### src/rtl/pipeline_ctrl.sv
// Hazard/stall controller for the 5-stage RISC-V pipeline: load-use stalls,
// taken-branch flushes, data-memory wait holds, event counters and a timeout trap.
module pipeline_ctrl #(
  parameter int unsigned  MEM_TIMEOUT    = 255,
  parameter logic [31:0]  STALL_CNT_INIT = 32'd0,
  parameter logic [31:0]  FLUSH_CNT_INIT = 32'd0
) (
  input  logic        clk,
  input  logic        rst,
  input  logic [4:0]  id_rs1,
  input  logic [4:0]  id_rs2,
  input  logic        id_use_rs1,
  input  logic        id_use_rs2,
  input  logic [6:0]  ex_op,
  input  logic [4:0]  ex_rd,
  input  logic        ex_branch_taken,
  input  logic        mem_req,
  input  logic        mem_ack,
  output logic        pc_en,
  output logic        ena_ifid,
  output logic        flush_ifid,
  output logic        ena_idex,
  output logic        hold_idex,
  output logic        ena_exmem,
  output logic [1:0]  state,
  output logic        mem_timeout,
  output logic [31:0] stall_cnt,
  output logic [31:0] flush_cnt
);

  typedef enum logic [1:0] {
    ST_RUN      = 2'd0,
    ST_MEM_WAIT = 2'd1,
    ST_ERROR    = 2'd2
  } state_e;

  localparam logic [6:0]  OP_LOAD   = 7'b0000011;
  localparam logic [15:0] WAIT_LAST = 16'(MEM_TIMEOUT - 1);

  function automatic logic [31:0] sat_inc(input logic [31:0] v);
    return (v == 32'hFFFF_FFFF) ? v : v + 32'd1;
  endfunction

  state_e      state_q, state_d;
  logic [15:0] wait_cnt_q, wait_cnt_d;
  logic        mem_timeout_q, mem_timeout_d;
  logic [31:0] stall_cnt_q, stall_cnt_d;
  logic [31:0] flush_cnt_q, flush_cnt_d;
  logic        lu, mw;

  always_comb begin
    lu = (ex_op == OP_LOAD) && (ex_rd != 5'd0) &&
         ((id_use_rs1 && (id_rs1 == ex_rd)) || (id_use_rs2 && (id_rs2 == ex_rd)));
    mw = mem_req && !mem_ack;
  end

  // Stage-register controls; the ERROR check comes first so counters freeze there.
  always_comb begin
    pc_en       = 1'b0;
    ena_ifid    = 1'b0;
    flush_ifid  = 1'b0;
    ena_idex    = 1'b0;
    hold_idex   = 1'b0;
    ena_exmem   = 1'b0;
    stall_cnt_d = stall_cnt_q;
    flush_cnt_d = flush_cnt_q;
    if (rst) begin
      // all controls low: ID/EX is cleared to a bubble while in reset
    end else if (state_q == ST_ERROR) begin
      hold_idex = 1'b1;
    end else if (mw) begin
      ena_idex    = 1'b1;
      hold_idex   = 1'b1;
      stall_cnt_d = sat_inc(stall_cnt_q);
    end else if (ex_branch_taken) begin
      pc_en       = 1'b1;
      ena_ifid    = 1'b1;
      flush_ifid  = 1'b1;
      ena_exmem   = 1'b1;
      flush_cnt_d = sat_inc(flush_cnt_q);
    end else if (lu) begin
      ena_exmem   = 1'b1;
      stall_cnt_d = sat_inc(stall_cnt_q);
    end else begin
      pc_en     = 1'b1;
      ena_ifid  = 1'b1;
      ena_idex  = 1'b1;
      ena_exmem = 1'b1;
    end
  end

  always_comb begin
    state_d       = state_q;
    mem_timeout_d = mem_timeout_q;
    wait_cnt_d    = mw ? wait_cnt_q + 16'd1 : 16'd0;
    case (state_q)
      ST_RUN: begin
        if (mw) state_d = ST_MEM_WAIT;
      end
      ST_MEM_WAIT: begin
        if (!mw) begin
          state_d = ST_RUN;
        end else if (wait_cnt_q == WAIT_LAST) begin
          state_d       = ST_ERROR;
          mem_timeout_d = 1'b1;
        end
      end
      ST_ERROR: state_d = ST_ERROR;
      default:  state_d = ST_RUN;
    endcase
  end

  always_ff @(posedge clk) begin
    if (rst) begin
      state_q       <= ST_RUN;
      wait_cnt_q    <= 16'd0;
      mem_timeout_q <= 1'b0;
      stall_cnt_q   <= STALL_CNT_INIT;
      flush_cnt_q   <= FLUSH_CNT_INIT;
    end else begin
      state_q       <= state_d;
      wait_cnt_q    <= wait_cnt_d;
      mem_timeout_q <= mem_timeout_d;
      stall_cnt_q   <= stall_cnt_d;
      flush_cnt_q   <= flush_cnt_d;
    end
  end

  assign state       = state_q;
  assign mem_timeout = mem_timeout_q;
  assign stall_cnt   = stall_cnt_q;
  assign flush_cnt   = flush_cnt_q;

endmodule

### config.mk
export PLATFORM = sky130hd
export DESIGN_NAME = pipeline_ctrl
export DESIGN_NICKNAME = d
export VERILOG_FILES = /design/src/rtl/pipeline_ctrl.sv
export SDC_FILE = /design/constraint.sdc
export NUM_CORES = 1
export LEC_CHECK = 0
export CORE_MARGIN = 1.5
export CORE_UTILIZATION = 30
export DETAILED_ROUTE_END_ITERATION = 12
export SETUP_SLACK_MARGIN = 0.2
export SKIP_LAST_GASP = 1
export SLEW_MARGIN = 5
export SYNTH_ARGS = -nofsm -noshare
export SYNTH_HDL_FRONTEND = slang
export SYNTH_SLANG_ARGS = --single-unit
### constraint.sdc
create_clock -name clk -period 2.5 [get_ports clk]
set_clock_uncertainty 0.05 [all_clocks]
set_input_delay 0.5 -clock clk [delete_from_list [all_inputs] [get_ports clk]]
set_output_delay 0.5 -clock clk [all_outputs]
set_load 0.02 [all_outputs]
* Yosys cells after proc, flatten, opt, wreduce, memory -nomap -nowiden *
Cells that the tools add are included.

storage, ports and cells
  logic and storage cells = 64
  input port bits = 29
  bits in registers = 83

cells by class
  reductions and logical operators = 15
  add/sub/neg operators = 3
  multiplexer cells = 27
  bitwise operators = 3
  equal/unequal tests = 11

operators with widths
  kind                                                                      count
  32-bit two-way mux                                                        4
  32-bit by 1-bit adder with 32-bit output (second input constant)          2
  32-bit equality test (second input constant)                              2
  1-bit two-way mux                                                         19
  16-bit by 1-bit adder with 16-bit output (second input constant)          1
  16-bit by 8-bit equality test with 1-bit output (second input constant)   1
  5-bit equality test                                                       2
  7-bit by 2-bit equality test with 1-bit output (second input constant)    1
  2-bit two-way mux                                                         3
  2-bit case mux with 3 select lines                                        1
  3-bit AND reduction                                                       2
  1-bit logical AND                                                         5
  5-bit nonzero test                                                        1
  4-bit AND reduction                                                       1
  3-bit inequality test (second input constant)                             1
  1-bit inverter                                                            3
  2-bit by 1-bit equality test with 1-bit output (second input constant)    1
  2-bit equality test (second input constant)                               1
  2-bit logical NOT                                                         1
  2-bit by 1-bit inequality test with 1-bit output (second input constant)  1
  2-bit inequality test (second input constant)                             1
  2-bit AND reduction                                                       1
  2-bit nonzero test                                                        1
  2-bit OR reduction                                                        1
  2 further kinds                                                           2

* Depth between registers and ports, before layout *
  depth in word-level cells = 9
  depth in mapped cells = 9
  gate-level depth less buffers = 7

* Least setup slack after synthesis *
No wires, ideal clock.

  path kind = input -> output
  from = in ex_rd[1]
  to = out pc_en
  arrival = 2.122 ns
  data required time = 1.950 ns
  slack = -0.172 ns
  stages = 5
  cells stage by stage = or4_1 > o211ai_1 > nor2_1 > a21boi_0 > buf_4

on the way
  longest elaborated chain between the ends = 9

ends and longest elaborated chain
  item                                RTL line  text
  start: declaration                  15        input logic [4:0] ex_rd,
  5-bit equality test                 53        ((id_use_rs1 && (id_rs1 == ex_rd)) || (id_use_rs2 && (id_rs2 == ex_rd)));
  1-bit logical AND                   53
  1-bit logical OR                    53
  1-bit logical AND (*)               52        lu = (ex_op == OP_LOAD) && (ex_rd != 5'd0) &&
  1-bit two-way mux (*) (5 in a row)  --
  end: declaration                    19        output logic pc_en,

Every way passes the cells marked *; elsewhere a longest branch is shown, timed or not.

* Final worst setup path *
  from = in ex_rd[4]
  to = out ena_ifid

on the way
  longest elaborated chain between the ends = 9

ends and longest elaborated chain
  item                   RTL line  text
  5-bit equality test    53
  1-bit logical AND      53
  1-bit logical OR       53
  1-bit logical AND (*)  52
  1-bit two-way mux (*)  81        end else if (lu) begin
  1-bit two-way mux (*)  75        end else if (ex_branch_taken) begin
  1-bit two-way mux (*)  71        end else if (mw) begin
  1-bit two-way mux (*)  69        end else if (state_q == ST_ERROR) begin
  1-bit two-way mux (*)  67        if (rst) begin
  end: declaration       20        output logic ena_ifid,

Marked as above.

==> metrics.cfg <==
[yosys]
synth-simple-area-share=0.336
synth-xor-area-share=0.108
ys.flop_type=dfxtp_1
synthesis.area_um2=4280
yosys.area_share.adder=0.0117
async_reset_ff_frac=0
syn_inst=500
synth_edf_count=0
synth_area_per_cell_um2=8.56
yosysUniqueCellTypes=55
syn_nets=533
synth_compound_area_frac=0.109
synthMuxAreaShare=0.00760
synth_warnings=0
synth_top_family_by_area=simple AND/OR/NAND/NOR gates
yosysSeqAreaShare=0.388
ys_seq_elements=83

[global_routing]
grt_pass1_wl_um=19700
grt_pass1_vias=4172
track_usage=0.164
grt_overflow=0
grt_max_degree=69
antenna_found_initial=0

[setup_path]
start_kind=input port
crit_required_ns=1.95
cp-end-kind=primary output
path_max_fanout=2
arrival_ns=1.89
crit_type=in2out

[layout]
drive_gt1_frac=0.240
fillers=1363
areaGrowthSynthToFinish_pct=50.1
n_antenna_cell=0
fin_nets=678

[run]
cap_violations=0

[placement]
port_buffers=101
gp_congestion=0.811
dp_slack_ns=-0.712
dp_hpwl_um=8480

[sta]
fin_crit_sh=0.977
slew-limit-headroom=0.477
rsz0062_at_grt=true
finalWorstSetupSlack_ns=0.0576
layout_min_cycle_time_ns=2.44
holdWs_ns=0.378
fmax_ghz=0.409
report.final.hold_viol_count=0
worst_slew_pin_slew_ns=0.785
finalMaxSlewViolations=0
finalSetupViolations=0

[route]
first_iter_violations=203
via_per_inst=5.13
antenna_left=0
first_pass_iters=4
drcViolationCount=0
drt-total-wl_um=12100
via_count=4251
avgRoutedWirePerCell_um=14.6

[cts]
cts.sink_count=83
cts_buffer_depth=2
cts_buffers=9
cts_root_buffer=clkbuf_16
cts.clk_slew.worst_paths_ns=0.06
cts_tree=done
clkLatencyLatePin_ns=0.34
htree_levels=3

[outcome]
status=finished clean

[pwr]
finalPower_mw=2.99
ir_drop_v=0.000258
p_leak_nw=2.29
power_density_nw_per_um2=465

[hold_path]
hold_class=in2reg

[floorplan]
core_um2=13900
start_util=0.308
rows=43
die_y_um=122
die-area_um2=15000
io_pins=102
chipWidth_um=122

[final cells by class]
type / instances / area [um2] / area share
multi-input cells: 385 / 2670 / 0.415
clock inverters: 2 / 60.1 / 0.00935
flip-flops and latches: 83 / 1680 / 0.261
inverters: 8 / 30.0 / 0.00467
repair buffers: 158 / 1510 / 0.235
clock buffers: 13 / 250 / 0.0390
well taps: 180 / 225 / 0.0351
[metrics by stage]
step | cell area (um2) | std cells | setup TNS, ns | utilization
after floorplan | 4280 | 500 | 0 | -
after global routing | 6420 | 829 | 0 | 0.463
after CTS | 6180 | 822 | 0 | 0.445
after detailed placement | 5740 | 797 | -12.54 | 0.413
after global placement | 5740 | 797 | -11.05 | 0.413
final | 6420 | 829 | 0 | 0.463
[cells by family (layout without fill, tap and decap cells)]
family / count (synthesis) / in the layout
buffers and inverters: 32 / 181
XOR/XNOR: 53 / 53
AO/OA/AOI/OAI: 76 / 76
AND/OR/NAND/NOR: 249 / 249
flip-flops: 83 / 83
multiplexers: 3 / 3
adder cells (fa/ha/maj): 4 / 4
[routing by layer]
layer  up-vias  part of all wire  wire length [um]  global-route usage
met5         -                 0                 0                   0
met4         0             0.018               217              0.0625
met3        21             0.057               688              0.0404
met2       102              0.46              5640               0.271
met1      2023              0.46              5590               0.206
li1       2105                 -                 -                   -
[report_power, final]
part / switching [mW] / internal (mW) / total, mW / leakage [nW]
sequential: 0.00710 / 1.33 / 1.33 / 0.674
combinational: 0.112 / 0.125 / 0.237 / 1.47
clock: 0.520 / 0.898 / 1.42 / 0.150
total: 0.639 / 2.35 / 2.99 / 2.29
[registers in the layout, summed over array words and instances (netlist names)]
register	flops
stall_cnt	32
wait_cnt_q	16
mem_timeout	1
state	2
flush_cnt	32
[synth_stat cells, types with 2 or more instances]
master | number | area (um2)
inv_1 | 8 | 30.0
xor2_1 | 30 | 263
xnor2_1 | 23 | 201
nand2b_1 | 4 | 25.0
nand4_1 | 32 | 200
buf_1 | 2 | 7.51
o31ai_1 | 16 | 120
nand4b_1 | 2 | 17.5
nor4_1 | 3 | 18.8
o21ai_0 | 19 | 95.1
dfxtp_1 | 83 | 1660
or3_1 | 14 | 87.6
nor4_4 | 3 | 63.8
and3_1 | 16 | 100
buf_4 | 4 | 30.0
buf_2 | 5 | 25.0
ha_1 | 4 | 50.1
and4_2 | 2 | 20.0
nand2_1 | 29 | 109
nor2_1 | 61 | 229
or4_2 | 3 | 26.3
a21oi_1 | 32 | 160
nor3_1 | 4 | 20.0
nand3_1 | 29 | 145
clkbuf_1 | 9 | 33.8
mux2_2 | 2 | 22.5
nor3b_1 | 2 | 15.0
or4_1 | 16 | 120
and4_1 | 6 | 52.6
nor2b_1 | 5 | 31.3
and2_1 | 8 | 50.1
[layout by cell type, fill, tap and decap left out, drive strengths merged, types with 4 or more instances in the layout]
cell,n
a21oi,33
and2,9
and3,17
and4,8
buf,64
clkbuf,19
clkdlybuf4s15,4
clkdlybuf4s50,72
dfxtp,83
dlygate4sd2,12
ha,4
inv,8
nand2,29
nand2b,4
nand3,29
nand4,34
nor2,61
nor2b,5
nor3,4
nor4,7
o21ai,19
o31ai,16
or3,14
or4,20
xnor2,23
xor2,30
[critical path, cell delays in order]
cell and delay (ns):
buf_6 0.09, or4_4 0.53, o211ai_1 0.25, nor2_1 0.09, buf_4 0.15, a21boi_4 0.15
buf_6 0.14
[worst paths after layout]
| path | startpoint | endpoint | slack [ns] | cells past startpoint |
|---|---|---|---|---|
| setup reg to reg | stall_cnt[1] | stall_cnt[22] | 0.31 | 9 |
| hold / removal | rst | flush_cnt[6] | 0.38 | 2 |
| setup / recovery | ex_rd[4] | ena_ifid | 0.06 | 7 |
| hold reg to reg | mem_timeout | mem_timeout | 0.42 | 2 |
[what timing repair did]
action	CTS	global route
buffers inserted	9	7
resized for setup	71	71
hold buffers	0	0
cloned	1	0
setup endpoints to repair	38	52
pin swaps	32	39
(Power assumes the default switching activity.)
